`config.mk`:
```
export PLATFORM = sky130hd
export DESIGN_NAME = dff_pipeline
export DESIGN_NICKNAME = d
export VERILOG_FILES = /design/src/rtl/dff_pipeline.sv
export SDC_FILE = /design/constraint.sdc
export NUM_CORES = 1
export LEC_CHECK = 0
export BUFFER_PORTS_ARGS = -buffer_cell sky130_fd_sc_hd__buf_2
export CAP_MARGIN = 10
export CORE_ASPECT_RATIO = 0.8
export CORE_UTILIZATION = 48
export DETAILED_ROUTE_END_ITERATION = 10
export PLACE_DENSITY = 0.74
export SKIP_LAST_GASP = 1
export SYNTH_ARGS = -nofsm -noshare
export SYNTH_HDL_FRONTEND = slang
export SYNTH_SLANG_ARGS = --single-unit
```
`constraint.sdc`:
```
create_clock -name clk -period 1.8 [get_ports clk]
set_input_delay 0.27 -clock clk [delete_from_list [all_inputs] [get_ports clk]]
set_output_delay 0.27 -clock clk [all_outputs]
set_load 0.1 [all_outputs]
```
`src/rtl/dff_pipeline.sv`:
```
// dff_pipeline: elastic register slice / retiming pipe.
//   DEPTH stages of WIDTH-bit registers, each with a valid bit, under
//   valid/ready flow control. Bubbles collapse as soon as a downstream
//   stage stalls. Exposes true and complemented output words.
//
// Ports:
//   clk        rising-edge clock
//   rst_n      asynchronous active-low reset, empties the pipe and zeroes data
//   clr        synchronous flush (present only with DFF_PIPE_CLR_EN)
//   in_valid   producer offers in_data
//   in_ready   pipe accepts in_data this cycle (never depends on in_valid)
//   in_data    input word
//   out_valid  last stage holds a word
//   out_ready  consumer takes out_data this cycle
//   out_data   last-stage word
//   out_data_n bitwise complement of out_data
//   occ        registered count of valid stages, 0..DEPTH
//
// Build option:
//   DFF_PIPE_CLR_EN  adds the clr port; clr overrides any same-cycle transfer.
module dff_pipeline #(
    parameter int unsigned WIDTH = 8,
    parameter int unsigned DEPTH = 4
) (
    input  logic                       clk,
    input  logic                       rst_n,
`ifdef DFF_PIPE_CLR_EN
    input  logic                       clr,
`endif
    input  logic                       in_valid,
    output logic                       in_ready,
    input  logic [WIDTH-1:0]           in_data,
    output logic                       out_valid,
    input  logic                       out_ready,
    output logic [WIDTH-1:0]           out_data,
    output logic [WIDTH-1:0]           out_data_n,
    output logic [$clog2(DEPTH+1)-1:0] occ
);

    localparam int unsigned OCC_W = $clog2(DEPTH + 1);

    logic [DEPTH-1:0]            v;
    logic [DEPTH-1:0][WIDTH-1:0] data;
    logic [DEPTH-1:0]            adv;
    logic                        in_xfer;
    logic                        out_xfer;
    logic                        flush;
    logic [OCC_W-1:0]            occ_next;

`ifdef DFF_PIPE_CLR_EN
    assign flush = clr;
`else
    assign flush = 1'b0;
`endif

    // Stage i may load when it is empty or the stage after it advances.
    // Walked from the output end with a running term so each adv bit is
    // written exactly once.
    always_comb begin
        logic chain;
        adv   = '0;
        chain = out_ready;
        for (int unsigned i = 0; i < DEPTH; i++) begin
            chain              = !v[DEPTH-1-i] || chain;
            adv[DEPTH-1-i]     = chain;
        end
    end

    assign in_ready   = adv[0];
    assign out_valid  = v[DEPTH-1];
    assign out_data   = data[DEPTH-1];
    assign out_data_n = ~data[DEPTH-1];

    assign in_xfer  = in_valid && in_ready;
    assign out_xfer = out_valid && out_ready;

    always_comb begin
        occ_next = occ;
        if (in_xfer && !out_xfer)
            occ_next = occ + 1'b1;
        else if (!in_xfer && out_xfer)
            occ_next = occ - 1'b1;
    end

    always_ff @(posedge clk or negedge rst_n) begin
        if (!rst_n) begin
            v    <= '0;
            data <= '0;
            occ  <= '0;
        end else if (flush) begin
            v    <= '0;
            data <= '0;
            occ  <= '0;
        end else begin
            if (adv[0]) begin
                v[0] <= in_valid;
                if (in_valid)
                    data[0] <= in_data;
            end
            for (int unsigned i = 1; i < DEPTH; i++) begin
                if (adv[i]) begin
                    v[i] <= v[i-1];
                    // Invalid words are not copied; stale data stays put.
                    if (v[i-1])
                        data[i] <= data[i-1];
                end
            end
            occ <= occ_next;
        end
    end

endmodule

```
### After elaboration in Yosys (flattened, before gate mapping)

Index checks and enable logic that the tools add are counted.

* bits in registers: 39
* logic and storage cells: 33
* input port bits: 12

* add/subtract/negate cells: 2
* multiplexer cells: 2
* reduce and logical (&&, ||, !) cells: 19
* bitwise logic cells: 1

Operators by type and width (count)
* 8-bit NOT: 1
* 2-bit AND reduction: 4
* 1-bit zero test: 6
* 3-bit 2-to-1 mux: 2
* 1-bit logical AND: 4
* 1-bit logical OR: 4
* 3-bit by 1-bit adder with 3-bit output, second input constant: 1
* 3-bit by 1-bit subtractor with 3-bit output, second input constant: 1
* 2-bit nonzero test: 1

### Logic depth before layout (Yosys ltp)

Gate-level depths: netlist (run 1).

* depth in word-level cells: 10
* gate-level depth with buffers: 9
* mapped depth without buffers: 9

### Worst setup path after synthesis (run 1)

Ideal clock, no wire load.

* path kind: register to register
* start point: register v[3]
* end point: register occ[1]
* data required time: 1.674 ns
* arrival time: 2.499 ns
* stages on the path, launching flop included: 8
* setup time: 0.126 ns
* path slack: -0.825 ns
* cell sequence: dfrtp_1 > nand4b_4 > o21ai_4 > inv_1 > ha_1 > inv_1 > fa_1 > mux2_2

* elaborated cells on any way between the ends: 13
* classes of those cells: mux: 1; reduce/logical: 12

RTL lines
* start: declaration: RTL line 42 `logic [DEPTH-1:0] v;`
* start signal: indexed assignment: RTL line 102 `v[i] <= v[i-1];`
* 1-bit zero test: RTL line 64 `chain = !v[DEPTH-1-i] || chain;`
* 1-bit logical OR (4 in a row): RTL line 64
* 1-bit logical AND: RTL line 74 `assign in_xfer = in_valid && in_ready;`
* named net in_xfer: RTL line 45 `logic in_xfer;`
* 1-bit logical AND: RTL line 79 `if (in_xfer && !out_xfer)`
* 3-bit 2-to-1 mux: RTL line 79
* named net occ_next[1]: RTL line 48 `logic [OCC_W-1:0] occ_next;`
* end signal: assignment: RTL line 108 `occ <= occ_next;`
* end: declaration: RTL line 37 `output logic [$clog2(DEPTH+1)-1:0] occ`

The timed path passes the listed nets, and every way through them passes these cells.
A chain may end at the register's enable or synchronous reset.

### Worst setup path after layout (run 1)

* start point: register v[3]
* end point: register occ[2]

* cells in the longest elaborated chain, start to end: 9
* elaborated cells on any way between the ends: 13
* classes of those cells: mux: 1; reduce/logical: 12

RTL lines
* 1-bit zero test: RTL line 64
* 1-bit logical OR (4 in a row): RTL line 64
* 1-bit logical AND: RTL line 74
* 1-bit zero test: RTL line 81 `else if (!in_xfer && out_xfer)`
* 1-bit logical AND: RTL line 81
* 2-bit nonzero test (no line)

Parallel ways exist; a longest one is shown, timed or not.

==> impl_metrics.csv, run 1 <==
group,metric,value,unit
outcome,status,"completed",
worst_setup_path,end_kind,"register",
sta,period_needed,1.77,ns
clock_network,clockBufferDepth,2,
floorplanning,die_area,3600,um2
flow_run,maxCapViolations,0,
synthesis,yosysWarningCount,0,
final_layout,syn2layout_area_growth,25.0,%
sta,worst_slew_pin_slew,0.597,ns
synthesis,synth_area_leaders,"dfrtp_1 60%, mux2_2 23%, buf_4 3.7%, inv_1 2.6%, nand2b_1 1.6%",
global_route,grt_pass1_wl,3920,um
route,drc_errors,0,
floorplanning,die_h,53.9,um
floorplanning,rows,18,
final_layout,final_cell_mix,"38 x dfrtp_1, 33 x mux2_2, 31 x buf_2",
min_path,hold_class,"in -> reg",
sta,hold_viol_final,0,
global_route,antenna_found_initial,0,
final_layout,drive_gt1_frac,0.601,
sta,min_period_over_period,0.982,
synthesis,syn_nets,124,
floorplanning,initial_core_util,0.512,
sta,slew_headroom,0.602,
floorplanning,ios,33,
synthesis,synthCells,110,
final_layout,fin_util,0.640,
synthesis,yosys_register_bits,39,
clock_network,cts_buffers,5,
final_layout,layout.nets,166,
synthesis,synth_area_per_cell,14.7,um2
sta,drv_slew,0,
route,vias,891,
route,ant_nets,0,
sta,fin_worst_skew,0.00713,ns
synthesis,yosysTopAreaCell,"dfrtp_1",
synthesis,syn_area,1610,um2
clock_network,cts_tree,"yes",
final_layout,antennaDiodeCount,0,
worst_setup_path,required,2.01,ns
synthesis,yosysSeqAreaShare,0.605,
min_path,min_from,"in_data[5]",
clock_network,cts_sinks,39,
global_route,grt-ovfl-total,0,
route,drt_first_pass_iters,4,
global_route,grt_pass1_vias,822,
clock_network,clock_latency,0.29,ns
worst_setup_path,cp.arrival,1.98,ns
synthesis,post_synth_num_cell_types,16,
worst_setup_path,rr_startpoint,"v[3]$_DFFE_PN0P_",
synthesis,synth_top_cell_area_share,0.605,
clock_network,clkTransAtPathRegs,0.07,ns
global_route,grt_max_degree,29,
clock_network,htree_levels,2,
final_layout,final_common_cell,"dfrtp_1",
sta,fmax,0.566,GHz
global_route,globalRouteTotalUtil,0.163,
sta,setup_violations,0,
route,wl_per_cell,13.2,um
floorplanning,core,3150,um2
route,wirelength,2540,um
worst_setup_path,worstSetupPathType,"reg -> reg",
route,vias_per_cell,4.62,
place,detailed_place_hpwl,1830,um
clock_network,root_buffer,"clkbuf_8",
place,place.gp.congestion,0.647,
floorplanning,die_w,66.8,um
route,dr.first_iter.drc_count,23,
worst_setup_path,path_max_fanout,2,
worst_setup_path,cp-startpoint,"v[3]$_DFFE_PN0P_",
worst_setup_path,cp-start-kind,"register",
place,port_buffers,32,
## through the flow
step	hold WS, ns	cell area (um2)	setup slack [ns]	std cells	setup TNS [ns]
after floorplan	-0.0256	1620	-0.341	110	-0.579
after global placement	0.297	1810	0.0219	179	0
after detailed placement	0.311	1810	-0.0322	179	-0.0598
after CTS	0.200	1990	0.000536	192	0
after global routing	0.199	2020	-0.00783	193	-0.0108
final	0.211	2020	0.0322	193	0
## repair_timing
item | in CTS | in global routing
pin swaps | 2 | 2
setup buffers | 4 | 1
setup endpoints to repair | 3 | 3
gates resized for setup | 3 | 5
endpoints found under the hold margin | 11 | 0
hold buffers | 1 | 0
gates cloned | 0 | 0
## area by class of cell
cell class              instances  area [um2]
clock buffers                   6        72.6
clock inverters                 2        60.1
fillers                       251        1130
inverters                      11        41.3
multi-input cells              52         554
flip-flops and latches         39         980
well taps                      40        50.0
repair buffers                 43         260
## layer usage
layer | wire, um | GRT usage
met1 | 1150 | 0.190
met2 | 1210 | 0.268
met3 | 131 | 0.0636
met4 | 42 | 0.0745
met5 | 0 | 0
## critical path, cell delays in order (launching register included)
cell and delay, ns:
dfrtp_4 0.49, buf_4 0.15, nand2_1 0.13, ha_4 0.15
inv_2 0.03, fa_2 0.32, xor2_1 0.16, nor2_1 0.12
xor2_1 0.15
## state kept, by name (all words and copies together), names as in the netlist
register	count
v	4
occ	3
data	24
out_data	8
## cell usage after synthesis
master     n
or2_2      1
nand2b_1   4
nand3b_1   1
dfrtp_1   39
nand2_1    3
o21ai_4    1
nand2_2    2
inv_1     11
buf_4      8
ha_1       1
mux2_2    33
xor2_1     2
nor2_1     1
nand4b_4   1
fa_1       1
xnor2_1    1
## path summary, 6_finish.rpt
check | to | slack (ns) | cells past startpoint
worst min-delay path | data[5]$_DFFE_PN0P_ | 0.21 | 2
max in group asynchronous | data[2]$_DFFE_PN0P_ | 0.68 | 3
min in group asynchronous | data[13]$_DFFE_PN0P_ | 0.52 | 2
worst max-delay path | occ[2]$_DFFE_PN0P_ | 0.03 | 8
worst min register to register | occ[2]$_DFFE_PN0P_ | 0.46 | 1
worst max register to register | occ[2]$_DFFE_PN0P_ | 0.03 | 8
## cell families after synthesis
| family | count (synthesis) | synth area share |
|---|---|---|
| flops | 39 | 0.605 |
| mux | 33 | 0.230 |
| buf+inv | 19 | 0.0628 |
| simple gates | 13 | 0.0558 |
| xor+xnor | 3 | 0.0163 |
| fa+ha+maj | 2 | 0.0202 |
| compound gates | 1 | 0.0101 |
Power of run 1 is left out: the tool's default activity adds up to more than one toggle a clock period on the data nets, which glitch-free logic cannot reach.
==> run 2, diff against run 1 <==
- CAP_MARGIN: 10 -> 15
- CORE_UTILIZATION: 48 -> 45
- PLACE_DENSITY: 0.74 -> 0.7
==> run 2 against run 1 <==
Critical path depth fell by 1; non-clock buffer count fell by 3; clock-buffer cell count rose by 1.
==> impl_metrics.csv, run 2 (synthesis results as in run 1) <==
group,metric,value,unit
worst_setup_path,cp-startpoint,"v[3]$_DFFE_PN0P_",
clock_network,clock_latency,0.29,ns
place,dp_slack,-0.0940,ns
sta,min_period_over_period,0.994,
place,dpl_cell_area,1810,um2
clock_network,cts_buffers,5,
floorplanning,ios,33,
floorplanning,die_w,69.0,um
sta,hold_viol_final,0,
sta,fin_setup_tns,0,ns
final_layout,syn2layout_area_growth,20.5,%
sta,worst_slew_pin_slew,0.806,ns
sta,fmax,0.559,GHz
sta,slew_headroom,0.463,
final_layout,drive_gt1_frac,0.593,
worst_setup_path,r2r_slack,0.01,ns
sta,period_needed,1.79,ns
global_route,grt_max_degree,40,
route,wirelength,2500,um
sta,layout_setup_ws,0.00995,ns
global_route,globalRouteTotalUtil,0.146,
floorplanning,initial_core_util,0.471,
route,vias_per_cell,4.74,
global_route,grt-ovfl-total,0,
place,place.gp.congestion,0.768,
global_route,grt_pass1_wl,3880,um
place,port_buffers,32,
flow_run,maxCapViolations,0,
sta,fin_worst_skew,0.00782,ns
clock_network,clkTransAtPathRegs,0.08,ns
clock_network,cts_sinks,39,
route,dr.first_iter.drc_count,55,
final_layout,final_common_cell,"dfrtp_1",
clock_network,root_buffer,"clkbuf_8",
global_route,antenna_found_initial,0,
min_path,hold_class,"in -> async",
worst_setup_path,rr_startpoint,"v[3]$_DFFE_PN0P_",
worst_setup_path,cp-start-kind,"register",
clock_network,clockBufferDepth,2,
route,drt_first_pass_iters,4,
route,wl_per_cell,13.0,um
route,ant_nets,0,
final_layout,largest_reg_flops,24,
worst_setup_path,end_kind,"register",
sta,rsz0062_at_grt,"true",
global_route,grt_pass1_vias,876,
worst_setup_path,path_max_fanout,3,
final_layout,fin_area,1940,um2
floorplanning,die_area,3830,um2
sta,setup_violations,0,
worst_setup_path,rr_worst_depth,7,
floorplanning,die_h,55.6,um
final_layout,fillers,286,
final_layout,antennaDiodeCount,0,
clock_network,cts_tree,"yes",
worst_setup_path,worstSetupPathType,"reg -> reg",
final_layout,largest_register,"data",
route,vias,911,
clock_network,htree_levels,2,
floorplanning,rows,19,
route,drc_errors,0,
worst_setup_path,required,1.98,ns
sta,drv_slew,0,
outcome,status,"completed",
final_layout,final_cell_mix,"38 x dfrtp_1, 33 x mux2_2, 31 x buf_2",
worst_setup_path,cp.arrival,1.97,ns
place,detailed_place_hpwl,1850,um
floorplanning,core,3420,um2
final_layout,layout.nets,163,
sta,timing.hold.ws,0.0666,ns
run 2: timing repair:
item,in CTS,in global routing
hold buffers,0,0
buffers inserted,1,2
pin swaps,1,1
endpoints found under the hold margin,0,0
setup endpoints to repair,3,3
resized for setup,5,3
run 2: per-stage QoR:
stage / util / cells
global placement: 0.529 / 181
global route: 0.568 / 192
detailed placement: 0.529 / 181
CTS: 0.560 / 190
finish: 0.568 / 192
floorplan: - / 110
run 2: cell type report:
class | count | area [um2] | area share
Sequential cell | 39 | 980 | 0.504
Multi-Input combinational cell | 52 | 554 | 0.285
Timing Repair Buffer | 40 | 235 | 0.121
Clock buffer | 7 | 76.3 | 0.0393
Tap cell | 42 | 52.6 | 0.0270
Inverter | 11 | 41.3 | 0.0212
Clock inverter | 1 | 5.00 | 0.00257
run 2: final timing paths:
path	end
max	occ[1]$_DFFE_PN0P_
min	data[11]$_DFFE_PN0P_
max reg2reg	occ[1]$_DFFE_PN0P_
min reg2reg	occ[2]$_DFFE_PN0P_
max in group asynchronous	v[3]$_DFFE_PN0P_
min in group clk	data[2]$_DFFE_PN0P_
run 2: layer usage:
metal	GRT usage	wire length, um	vias up
li1	-	-	437
met3	0.0620	137	6
met1	0.162	1090	443
met2	0.226	1200	25
met4	0.0875	65	0
met5	0	0	-
run 2: critical path: stages (launching register included):
cell	delay (ns)
dfrtp_4	0.44
nand4b_4	0.12
o21ai_4	0.18
inv_2	0.06
ha_4	0.16
inv_2	0.05
fa_2	0.42
mux2_2	0.27
Power of run 2 is left out for the same reason.
